==> src/rtl/id_branch_unit_pkg.sv <==
// id_branch_unit_pkg
//   Shared definitions for the IF/ID register and branch resolver:
//   MIPS opcode constants, the bubble instruction word, the flush FSM
//   state type and a saturating counter increment helper.
package id_branch_unit_pkg;

    localparam logic [5:0]  OP_BEQ   = 6'b000100;
    localparam logic [5:0]  OP_BNE   = 6'b000101;
    localparam logic [5:0]  OP_J     = 6'b000010;
    localparam logic [31:0] NOP_WORD = 32'h0000_0000;

    typedef enum logic {
        RUN,
        SQUASH
    } br_state_t;

    function automatic logic [31:0] sat_inc(input logic [31:0] v);
        return (v == '1) ? v : v + 32'd1;
    endfunction

endpackage

==> src/rtl/id_branch_unit_target_calc.sv <==
// branch_target_calc
//   Combinational decode and target computation for the instruction in ID.
//   Ports:
//     pc          in  32  address of the ID instruction
//     instruction in  32  ID instruction word
//     is_beq      out  1  opcode is BEQ
//     is_bne      out  1  opcode is BNE
//     is_jump     out  1  opcode is J
//     is_branch   out  1  any of BEQ/BNE/J
//     target      out 32  redirect target; 0 when not a branch/jump
module branch_target_calc
    import id_branch_unit_pkg::*;
(
    input  logic [31:0] pc,
    input  logic [31:0] instruction,
    output logic        is_beq,
    output logic        is_bne,
    output logic        is_jump,
    output logic        is_branch,
    output logic [31:0] target
);

    logic [31:0] pc4;
    logic [31:0] br_off;

    always_comb begin
        pc4       = pc + 32'd4;
        // Sign-extended word offset; the add below wraps modulo 2^32.
        br_off    = {{14{instruction[15]}}, instruction[15:0], 2'b00};
        is_beq    = (instruction[31:26] == OP_BEQ);
        is_bne    = (instruction[31:26] == OP_BNE);
        is_jump   = (instruction[31:26] == OP_J);
        is_branch = is_beq | is_bne | is_jump;
        target    = '0;
        if (is_jump) begin
            target = {pc4[31:28], instruction[25:0], 2'b00};
        end else if (is_beq | is_bne) begin
            target = pc4 + br_off;
        end
    end

endmodule

==> src/rtl/id_branch_unit.sv <==
// id_branch_unit
//   IF/ID pipeline register with ID-stage resolution of BEQ/BNE/J. Drives the
//   combinational redirect pair back to IF, replaces FLUSH_SLOTS wrong-path
//   loads with bubbles and keeps saturating branch statistics.
//   Parameters:
//     FLUSH_SLOTS  bubbles inserted per redirect (1..3)
//   Ports:
//     clk, rst (async, active-high), freeze (hazard stall, holds all state)
//     if_pc, if_instruction     IF stage address / word
//     rs_val, rt_val            register reads for the ID instruction
//     id_pc, id_instruction, id_valid   registered IF/ID contents
//     br_taken, br_addr         redirect request / target to IF
//     stat_branches, stat_taken saturating statistics
module id_branch_unit #(
    parameter int unsigned FLUSH_SLOTS = 1
) (
    input  logic        clk,
    input  logic        rst,
    input  logic        freeze,
    input  logic [31:0] if_pc,
    input  logic [31:0] if_instruction,
    input  logic [31:0] rs_val,
    input  logic [31:0] rt_val,
    output logic [31:0] id_pc,
    output logic [31:0] id_instruction,
    output logic        id_valid,
    output logic        br_taken,
    output logic [31:0] br_addr,
    output logic [31:0] stat_branches,
    output logic [31:0] stat_taken
);

    import id_branch_unit_pkg::*;

    localparam logic [1:0] SQ_INIT = 2'(FLUSH_SLOTS - 1);

    br_state_t   state_q, state_d;
    logic [1:0]  sq_cnt_q, sq_cnt_d;
    logic [31:0] id_pc_q, id_pc_d;
    logic [31:0] id_instr_q, id_instr_d;
    logic        id_valid_q, id_valid_d;
    logic [31:0] stat_branches_q, stat_branches_d;
    logic [31:0] stat_taken_q, stat_taken_d;

    logic        is_beq, is_bne, is_jump, is_branch;
    logic [31:0] target;
    logic        take;

    branch_target_calc u_target_calc (
        .pc          (id_pc_q),
        .instruction (id_instr_q),
        .is_beq      (is_beq),
        .is_bne      (is_bne),
        .is_jump     (is_jump),
        .is_branch   (is_branch),
        .target      (target)
    );

    always_comb begin
        take = id_valid_q & ~freeze &
               (is_jump | (is_beq & (rs_val == rt_val)) | (is_bne & (rs_val != rt_val)));
    end

    always_comb begin
        state_d         = state_q;
        sq_cnt_d        = sq_cnt_q;
        id_pc_d         = id_pc_q;
        id_instr_d      = id_instr_q;
        id_valid_d      = id_valid_q;
        stat_branches_d = stat_branches_q;
        stat_taken_d    = stat_taken_q;

        if (!freeze) begin
            // Bubble by default; only an untaken RUN cycle loads the IF word.
            id_pc_d    = if_pc;
            id_instr_d = NOP_WORD;
            id_valid_d = 1'b0;

            unique case (state_q)
                RUN: begin
                    if (take) begin
                        if (FLUSH_SLOTS > 1) begin
                            state_d  = SQUASH;
                            sq_cnt_d = SQ_INIT;
                        end
                    end else begin
                        id_instr_d = if_instruction;
                        id_valid_d = 1'b1;
                    end
                end
                SQUASH: begin
                    sq_cnt_d = sq_cnt_q - 2'd1;
                    if (sq_cnt_q == 2'd1) begin
                        state_d = RUN;
                    end
                end
                default: state_d = RUN;
            endcase

            if (id_valid_q & is_branch) begin
                stat_branches_d = sat_inc(stat_branches_q);
            end
            if (take) begin
                stat_taken_d = sat_inc(stat_taken_q);
            end
        end
    end

    always_ff @(posedge clk or posedge rst) begin
        if (rst) begin
            state_q         <= RUN;
            sq_cnt_q        <= '0;
            id_pc_q         <= '0;
            id_instr_q      <= NOP_WORD;
            id_valid_q      <= 1'b0;
            stat_branches_q <= '0;
            stat_taken_q    <= '0;
        end else begin
            state_q         <= state_d;
            sq_cnt_q        <= sq_cnt_d;
            id_pc_q         <= id_pc_d;
            id_instr_q      <= id_instr_d;
            id_valid_q      <= id_valid_d;
            stat_branches_q <= stat_branches_d;
            stat_taken_q    <= stat_taken_d;
        end
    end

    assign id_pc          = id_pc_q;
    assign id_instruction = id_instr_q;
    assign id_valid       = id_valid_q;
    assign br_taken       = take;
    assign br_addr        = target;
    assign stat_branches  = stat_branches_q;
    assign stat_taken     = stat_taken_q;

endmodule

==> config.mk <==
export PLATFORM = sky130hd
export DESIGN_NAME = id_branch_unit
export DESIGN_NICKNAME = d
export VERILOG_FILES = /design/src/rtl/id_branch_unit_pkg.sv /design/src/rtl/id_branch_unit_target_calc.sv /design/src/rtl/id_branch_unit.sv
export SDC_FILE = /design/constraint.sdc
export NUM_CORES = 1
export LEC_CHECK = 0
export BUFFER_PORTS_ARGS = -buffer_cell sky130_fd_sc_hd__buf_2
export CAP_MARGIN = 20
export CORE_MARGIN = 5
export CORE_UTILIZATION = 40
export DETAILED_ROUTE_END_ITERATION = 7
export GPL_TIMING_DRIVEN = 0
export HOLD_SLACK_MARGIN = 0.02
export PLACE_DENSITY_LB_ADDON = 0.1
export SKIP_LAST_GASP = 1
export SLEW_MARGIN = 20
export SYNTH_ARGS = -nofsm -noshare
export SYNTH_HDL_FRONTEND = slang
export SYNTH_SLANG_ARGS = --single-unit
==> constraint.sdc <==
create_clock -name clk -period 11.85 [get_ports clk]
set_clock_uncertainty 0.1 [all_clocks]
set_input_delay 1.185 -clock clk [delete_from_list [all_inputs] [get_ports clk]]
set_output_delay 1.185 -clock clk [all_outputs]
set_load 0.05 [all_outputs]
==> results of run 1 <==
[cells by family after synthesis]
logic type	Yosys count	synth area share, %
simple gates	268	16.9
compound gates	154	12.9
xor+xnor	150	16.3
flops	132	41.0
buf+inv	40	2.03
fa+ha+maj	39	6.14
mux	34	4.75
[layout by cell type (no fill, tap or decap), types with 29 or more instances in the layout]
cell     Yosys  final
buf_2        5    297
dfrtp_1    132    132
nand2_1     85     85
xor2_1      78     78
xnor2_1     72     72
nor2_1      42     42
o21ai_0     42     42
nand3_1     39     39
ha_1        38     38
a22o_1      35     35
mux2_2      34     34
and3_1      29     29
[worst paths after layout]
kind / start / to / slack, ns / depth (start not counted)
worst max-delay path: id_pc[4]$_DFFE_PP0N_ / br_addr[26] / 6.04 / 17
worst min-delay path: sq_cnt_q[0]$_DFFE_PP0P_ / sq_cnt_q[0]$_DFFE_PP0P_ / 0.38 / 1
worst max register to register: id_instruction[31]$_DFFE_PP0N_ / stat_branches[29]$_DFFE_PP0P_ / 9.00 / 9
worst min register to register: sq_cnt_q[0]$_DFFE_PP0P_ / sq_cnt_q[0]$_DFFE_PP0P_ / 0.38 / 1
max in group asynchronous: rst / stat_taken[8]$_DFFE_PP0P_ / 10.25 / 3
min in group asynchronous: rst / stat_branches[12]$_DFFE_PP0P_ / 0.69 / 2
[through the flow]
stage	hold slack, ns	util [%]	power [mW]	instance area (um2)	instances
global placement	0.368	49.2	0.974	9860	1379
detailed placement	0.375	49.4	0.977	9900	1380
CTS	0.387	52.4	1.53	10500	1412
global route	0.393	52.4	1.59	10500	1412
finish	0.380	52.4	1.51	10500	1412
floorplan	0.353	-	0.850	8060	817
[sequential cells by signal, indices dropped and copies added, names as in the netlist]
register,cells
id_instruction,32
id_pc,32
id_valid,1
sq_cnt_q,2
stat_branches,32
stat_taken,32
state_q,1
[report_power, final]
part           internal [mW]  switching (mW)  total [mW]
sequential             0.480          0.0413       0.522
clock                  0.317           0.225       0.541
combinational          0.151           0.295       0.446
total                  0.948           0.561        1.51
[critical path: stages, from the launching register on]
cell and delay (ns):
dfrtp_1 0.46, and4_1 0.28, and2_1 0.23, and3_1 0.26, and2_1 0.14, buf_2 0.19, nand3_1 0.11, xnor2_1 0.30
ha_1 0.35, a21o_1 0.17, a21o_1 0.17, a21oi_1 0.16, nor3b_1 0.22, a21oi_1 0.17, a21boi_0 0.26, xor2_1 0.12
o21ai_0 0.19, buf_2 0.30
[layout make-up]
| class | instances | area [um2] | share of cell area [%] |
|---|---|---|---|
| plain buffers | 22 | 96.3 | 0.918 |
| clock buffers | 18 | 429 | 4.09 |
| clock inverters | 14 | 169 | 1.61 |
| inverters | 18 | 75.1 | 0.715 |
| multi-input cells | 645 | 4600 | 43.8 |
| flip-flops and latches | 132 | 3300 | 31.5 |
| well taps | 270 | 338 | 3.22 |
| repair buffers | 293 | 1490 | 14.2 |
[routing by layer]
metal | up-vias | track usage (%)
met5 | - | 0
met4 | 0 | 4.97
met3 | 20 | 5.18
met2 | 175 | 32.8
met1 | 3372 | 26.4
li1 | 3529 | -
==> results.md, run 1 <==
| Item | Value | Unit |
|:---|:---|:---|
| Top_reg_cell synth | dfrtp_1 | - |
| Area delta synth->final | 30.2 | % |
| Post-layout nets | 1299 | - |
| Met3 WL post-DR | 1230 | um |
| Count of final hold-check violations | 0 | - |
| Clock transition at path regs | 0.06 | ns |
| Startpoint type of the worst setup path | register | - |
| # IOs | 293 | - |
| Die H | 152 | um |
| HPWL after DPL | 18400 | um |
| Resized Gates After CTS | 0 | - |
| Fill cell instance count of the final layout | 1950 | - |
| Total wirelength of the detailed-routed design | 23300 | um |
| Setup Slack @ Placement | 6.52 | ns |
| Critical path arrival | 4.52 | ns |
| Maximum number of pins on one net before global-route repair | 68 | - |
| Status | complete, no violations | - |
| EDFF count, synth | 0 | - |
| Share of flip-flops with an asynchronous set or reset after synthesis | 100 | % |
| Total of endpoints with negative setup slack in the final report | 0 | - |
| Number of antenna repair diodes | 0 | - |
| Met1 Wirelength | 10500 | um |
| Data required time of the critical path | 10.57 | ns |
| Vias in the first global route | 6964 | - |
| Sequential share of the synthesized area | 41.0 | % |
| Syn Nets | 987 | - |
| Post CTS Setup Buffer Count | 0 | - |
| CTS buffer count | 17 | - |
| Highest ir drop seen on vdd | 0.0939 | mV |
| Period utilisation layout | 49.0 | % |
| Total power per unit cell area | 144 | mW/mm2 |
| Count of warnings emitted by yosys | 0 | - |
| Fraction of final layout cells sized beyond drive strength 1 | 33.0 | % |
| Max Used Layer | met4 | - |
| Max-capacitance violation count | 0 | - |
| # H-tree levels | 4 | - |
| Number of DRC markers in iteration 0 | 268 | - |
| Cells after synthesis | 817 | - |
| GRT Resource Usage Total | 19.9 | % |
| Post-detailed-route wirelength per cell | 16.5 | um |
| Clock Path Buffers | 2 | - |
| Detailed-route vias per instance | 5.03 | - |
| Number of distinct standard cells referenced by the synthesized netlist | 55 | - |
| Capturing element type of the critical path | output port | - |
| Final Max Slew Viols | 0 | - |
| Setup TNS after final layout | 0 | ns |
| RSZ-0062 raised after global routing | no | - |
| Via count | 7096 | - |
| Post-detailed-route count of antenna-violating nets | 0 | - |
| Initial standard-cell utilization of the core | 40.2 | % |
| Antenna violations before repair | 0 | - |
| Cell type contributing the most total cell area after synthesis | dfrtp_1 | - |
| Placeable core area | 0.0200 | mm2 |
| Last weighted congestion value of the routability-driven placer | 0.863 | - |
| Critical path start-end classification | reg -> out | - |
| Relative slew margins | 47.0 | % |
| Worst min path class | reg -> reg | - |
| Width of the die | 152 | um |
| Number of iterations in the first detailed-routing pass | 5 | - |
| Number of hold buffers added after CTS | 0 | - |
| First-pass GRT wire length | 37600 | um |
| Clock sinks | 132 | - |
| Fin crit period | 5.81 | ns |
| Highest achievable clock rate | 172 | MHz |
| Rows | 52 | - |
| Metal2 WL | 11300 | um |
| Clock latency on the worst-skew pair | 0.43 | ns |
| Total Die Area | 0.0231 | mm2 |
| Crit Path Max Fanout | 8 | - |
| Commonest cells in the netlist | dfrtp_1, nand2_1, xor2_1, xnor2_1 | - |
| Transition time at the pin with the least slew margin | 0.796 | ns |
| Clk Tree Root Cell | clkbuf_16 | - |
| Overflow left after global routing | 0 | - |
| Combined area of all synthesized cells | 0.00806 | mm2 |
| Fraction of synthesized cell area taken by the top area cell type | 41.0 | % |
| Count of state elements after synthesis | 132 | - |
| Cell leakage power | 5.33 | nW |
| Port buffer count | 292 | - |
| Largest cells by area after synthesis | dfrtp_1, xor2_1, xnor2_1 | - |
| Syn Area/Cell | 9.87 | um2 |
| Cell with the most instances after synthesis | dfrtp_1 | - |
| CTS tree | done | - |
| Final critical-path setup slack | 6.04 | ns |
| Post-route DRC | 0 | - |
(Power assumes the default switching activity.)
==> run 2, diff against run 1 <==
--- a/config.mk
+++ b/config.mk
@@ -5,6 +5,7 @@
 export SDC_FILE = /design/constraint.sdc
 export NUM_CORES = 1
 export LEC_CHECK = 0
+export ABC_AREA = 1
 export BUFFER_PORTS_ARGS = -buffer_cell sky130_fd_sc_hd__buf_2
 export CAP_MARGIN = 20
 export CORE_MARGIN = 5
==> constraint.sdc (replaced) <==
create_clock -name clk -period 5.9 [get_ports clk]
set_clock_uncertainty 0.1 [all_clocks]
set_input_delay 0.59 -clock clk [delete_from_list [all_inputs] [get_ports clk]]
set_output_delay 0.59 -clock clk [all_outputs]
set_load 0.05 [all_outputs]
==> results.md, run 2 <==
| Item | Value | Unit | Change |
|:---|:---|:---|:---|
| HPWL after DPL | 28800 | um | +57% |
| Highest ir drop seen on vdd | 0.182 | mV | +94% |
| Port buffer count | 292 | - | unchanged |
| Final standard cell count with taps included and fillers excluded | 2159 | - | +53% |
| Clk Tree Root Cell | clkbuf_16 | - |  |
| Number of antenna repair diodes | 0 | - | unchanged |
| Placeable core area | 0.0250 | mm2 | +25% |
| Multi-input gate area in the final layout | 0.00601 | mm2 | +31% |
| Via count | 10600 | - | +50% |
| Placed instance count | 2127 | - | +54% |
| Top_reg_cell synth | dfrtp_1 | - |  |
| Post CTS Setup Buffer Count | 0 | - | unchanged |
| Number of iterations in the first detailed-routing pass | 5 | - | unchanged |
| Initial standard-cell utilization of the core | 40.3 | % | +0.059 points |
| Data required time of the critical path | 5.21 | ns | -5.36 ns |
| Cell with the most instances after synthesis | nand2_1 | - |  |
| Number of distinct standard cells referenced by the synthesized netlist | 42 | - | -24% |
| CTS buffer count | 17 | - | unchanged |
| Commonest cells in the netlist | nand2_1, inv_1, nor2_1, dfrtp_1, nand3_1 | - |  |
| Clock transition at path regs | 0.07 | ns | about the same |
| Clock latency on the worst-skew pair | 0.44 | ns | about the same |
| Total Die Area | 0.0285 | mm2 | +23% |
| Commonest non-fill, non-tap cells in the layout | nand2_1, buf_2, inv_1 | - |  |
| Clock sinks | 132 | - | unchanged |
| Launch point of the worst path | id_pc[3]$_DFFE_PP0N_ | - |  |
| Total of endpoints with negative setup slack in the final report | 0 | - | unchanged |
| Overflow left after global routing | 0 | - | unchanged |
| Post-layout nets | 1986 | - | +53% |
| Area delta synth->final | 24.9 | % |  |
| Count of final hold-check violations | 0 | - | unchanged |
| Largest cells by area after synthesis | dfrtp_1, nand2_1, inv_1 | - |  |
| Maximum number of pins on one net before global-route repair | 73 | - | +7.4% |
| Number of DRC markers in iteration 0 | 608 | - | +130% |
| Gate family responsible for the most delay along the worst path | simple AND/OR/NAND/NOR gates | - |  |
| Detailed-route vias per instance | 4.92 | - | -2.0% |
| Sequential share of the synthesized area | 32.7 | % | -8.2 points |
| EDFF count, synth | 0 | - | unchanged |
| Syn Area/Cell | 6.71 | um2 | -32% |
| Cell leakage power | 6.80 | nW | +28% |
| RSZ-0062 raised after global routing | no | - |  |
| Rows | 58 | - | +12% |
| Width of the die | 169 | um | +11% |
| Most prevalent standard cell on the critical path | nand2_1 | - |  |
| Crit Path Max Fanout | 5 | - | -3 |
| Die H | 169 | um | +11% |
| Count of warnings emitted by yosys | 0 | - | unchanged |
| Post-detailed-route count of antenna-violating nets | 0 | - | unchanged |
| Antenna violations before repair | 0 | - | unchanged |
| Syn Nets | 1674 | - | +70% |
| Post-route DRC | 0 | - | unchanged |
| Sequence of cells on the critical path | ha_1 > nand3_1 > nor3_1 > nand4_1 > xor2_1 > inv_1 > ha_1 > nand2_1 > o21ai_0 > nor2_1 > a21oi_1 > nand2_1 > nand3b_1 > nand3_1 > nand2_1 > buf_2 | - |  |
| Setup Slack @ Placement | 1.47 | ns | -5.05 ns |
| Transition time at the pin with the least slew margin | 0.821 | ns | +0.0252 ns |
| Cells after synthesis | 1504 | - | +84% |
| Final critical-path setup slack | 0.994 | ns | -5.05 ns |
| Status | complete, no violations | - |  |
| Total power per unit cell area | 254 | mW/mm2 | +77% |
| Slowest library cell on the worst path | dfrtp_1 | - |  |
| Worst min path class | in -> async | - |  |
| Final total power | 3.20 | mW | +110% |
| Max-capacitance violation count | 0 | - | unchanged |
| Most frequent standard cell in the layout excluding fill and tap cells | nand2_1 | - |  |
| Largest stage delay on the critical path | 0.45 | ns | about the same |
| # H-tree levels | 4 | - | unchanged |
| First-pass GRT wire length | 55800 | um | +48% |
| Critical path arrival | 4.22 | ns | -0.30 ns |
| Cell type contributing the most total cell area after synthesis | dfrtp_1 | - |  |
| Fraction of final layout cells sized beyond drive strength 1 | 20.9 | % | -12 points |
| Resized Gates After CTS | 0 | - | unchanged |
| Highest achievable clock rate | 204 | MHz |  |
| Last weighted congestion value of the routability-driven placer | 0.943 | - | +9.3% |
| Register Area | 0.00330 | mm2 | unchanged |
| Final Max Slew Viols | 0 | - | unchanged |
| Fraction of synthesized cell area taken by the top area cell type | 32.7 | % | -8.2 points |
| Setup TNS after final layout | 0 | ns | unchanged |
| Critical path start-end classification | reg -> out | - |  |
| Relative slew margins | 45.3 | % | -1.7 points |
| Share of flip-flops with an asynchronous set or reset after synthesis | 100 | % | unchanged |
| Buffer and inverter count on the worst path | 2 | - | unchanged |
| Fin crit period | 4.91 | ns |  |
| # IOs | 293 | - | unchanged |
| Vias in the first global route | 10400 | - | +50% |
| Fill cell instance count of the final layout | 2674 | - | +37% |
| Capturing element type of the critical path | output port | - |  |
| Clock Path Buffers | 2 | - | unchanged |
| Period utilisation layout | 83.1 | % |  |
| Combined area of all synthesized cells | 0.0101 | mm2 | +25% |
| Count of state elements after synthesis | 132 | - | unchanged |
| Startpoint of the worst-slack reg-to-reg timing path | id_instruction[31]$_DFFE_PP0N_ | - |  |
| Total wirelength of the detailed-routed design | 35500 | um | +52% |
| Startpoint type of the worst setup path | register | - |  |
| CTS tree | done | - |  |
| GRT Resource Usage Total | 24.5 | % | +4.6 points |
| Post-detailed-route wirelength per cell | 16.4 | um | -0.40% |
| Number of hold buffers added after CTS | 0 | - | unchanged |
-- run 2: cell type report --
cell class | count | share of cell area (%)
clock buffer | 18 | 3.48
clock inverter | 14 | 1.30
tap | 330 | 3.28
buffer | 35 | 1.48
multi-input combinational | 1181 | 47.7
timing repair buffer | 293 | 11.8
inverter | 156 | 4.71
sequential | 132 | 26.2
-- run 2: path summary, 6_finish.rpt --
| check | depth (start not counted) | slack (ns) | to |
|---|---|---|---|
| worst min-delay path | 2 | 0.08 | stat_branches[28]$_DFFE_PP0P_ |
| worst min register to register | 1 | 0.38 | sq_cnt_q[0]$_DFFE_PP0P_ |
| worst max register to register | 8 | 3.76 | stat_branches[27]$_DFFE_PP0P_ |
| min in group clk | 3 | 0.25 | id_pc[15]$_DFFE_PP0N_ |
| max in group asynchronous | 3 | 4.91 | id_pc[22]$_DFFE_PP0N_ |
| worst max-delay path | 16 | 0.99 | br_addr[23] |
-- run 2: logic make-up after synthesis --
group	Yosys count	synth area share [%]
buffers and inverters	191	7.65
flip-flops	132	32.7
AO/OA/AOI/OAI	121	6.40
AND/OR/NAND/NOR	920	39.5
XOR/XNOR	101	8.77
adder cells (fa/ha/maj)	39	4.91
-- run 2: layer usage --
layer | GRT usage, % | share of wire [%] | up-vias
li1 | - | - | 5479
met2 | 41.3 | 48 | 244
met5 | 0 | 0 | -
met3 | 4.04 | 4.6 | 50
met4 | 7.90 | 2.6 | 0
met1 | 32.3 | 45 | 4860
-- run 2: worst reg2reg max path, delay by kind of cell, from the launching register on --
kind               cells  cell delay (ns)
AOI/OAI and AO/OA      2             0.45
DFF                    1             0.41
and+or+nand+nor        6             1.06
-- run 2: per-stage QoR --
stage               utilization (%)  hold WS [ns]  instance area [um2]
finish                         50.3        0.0813                12600
global route                   50.3         0.103                12600
CTS                            50.3        0.0907                12600
detailed placement             47.9         0.374                12000
global placement               47.8         0.368                12000
floorplan                         -         0.353                10100
-- run 2: where the power goes --
part / total, mW / switching, mW / internal [mW]
Clock: 1.12 / 0.471 / 0.646
Sequential: 1.08 / 0.102 / 0.975
Combinational: 1.00 / 0.726 / 0.277
Total: 3.20 / 1.30 / 1.90
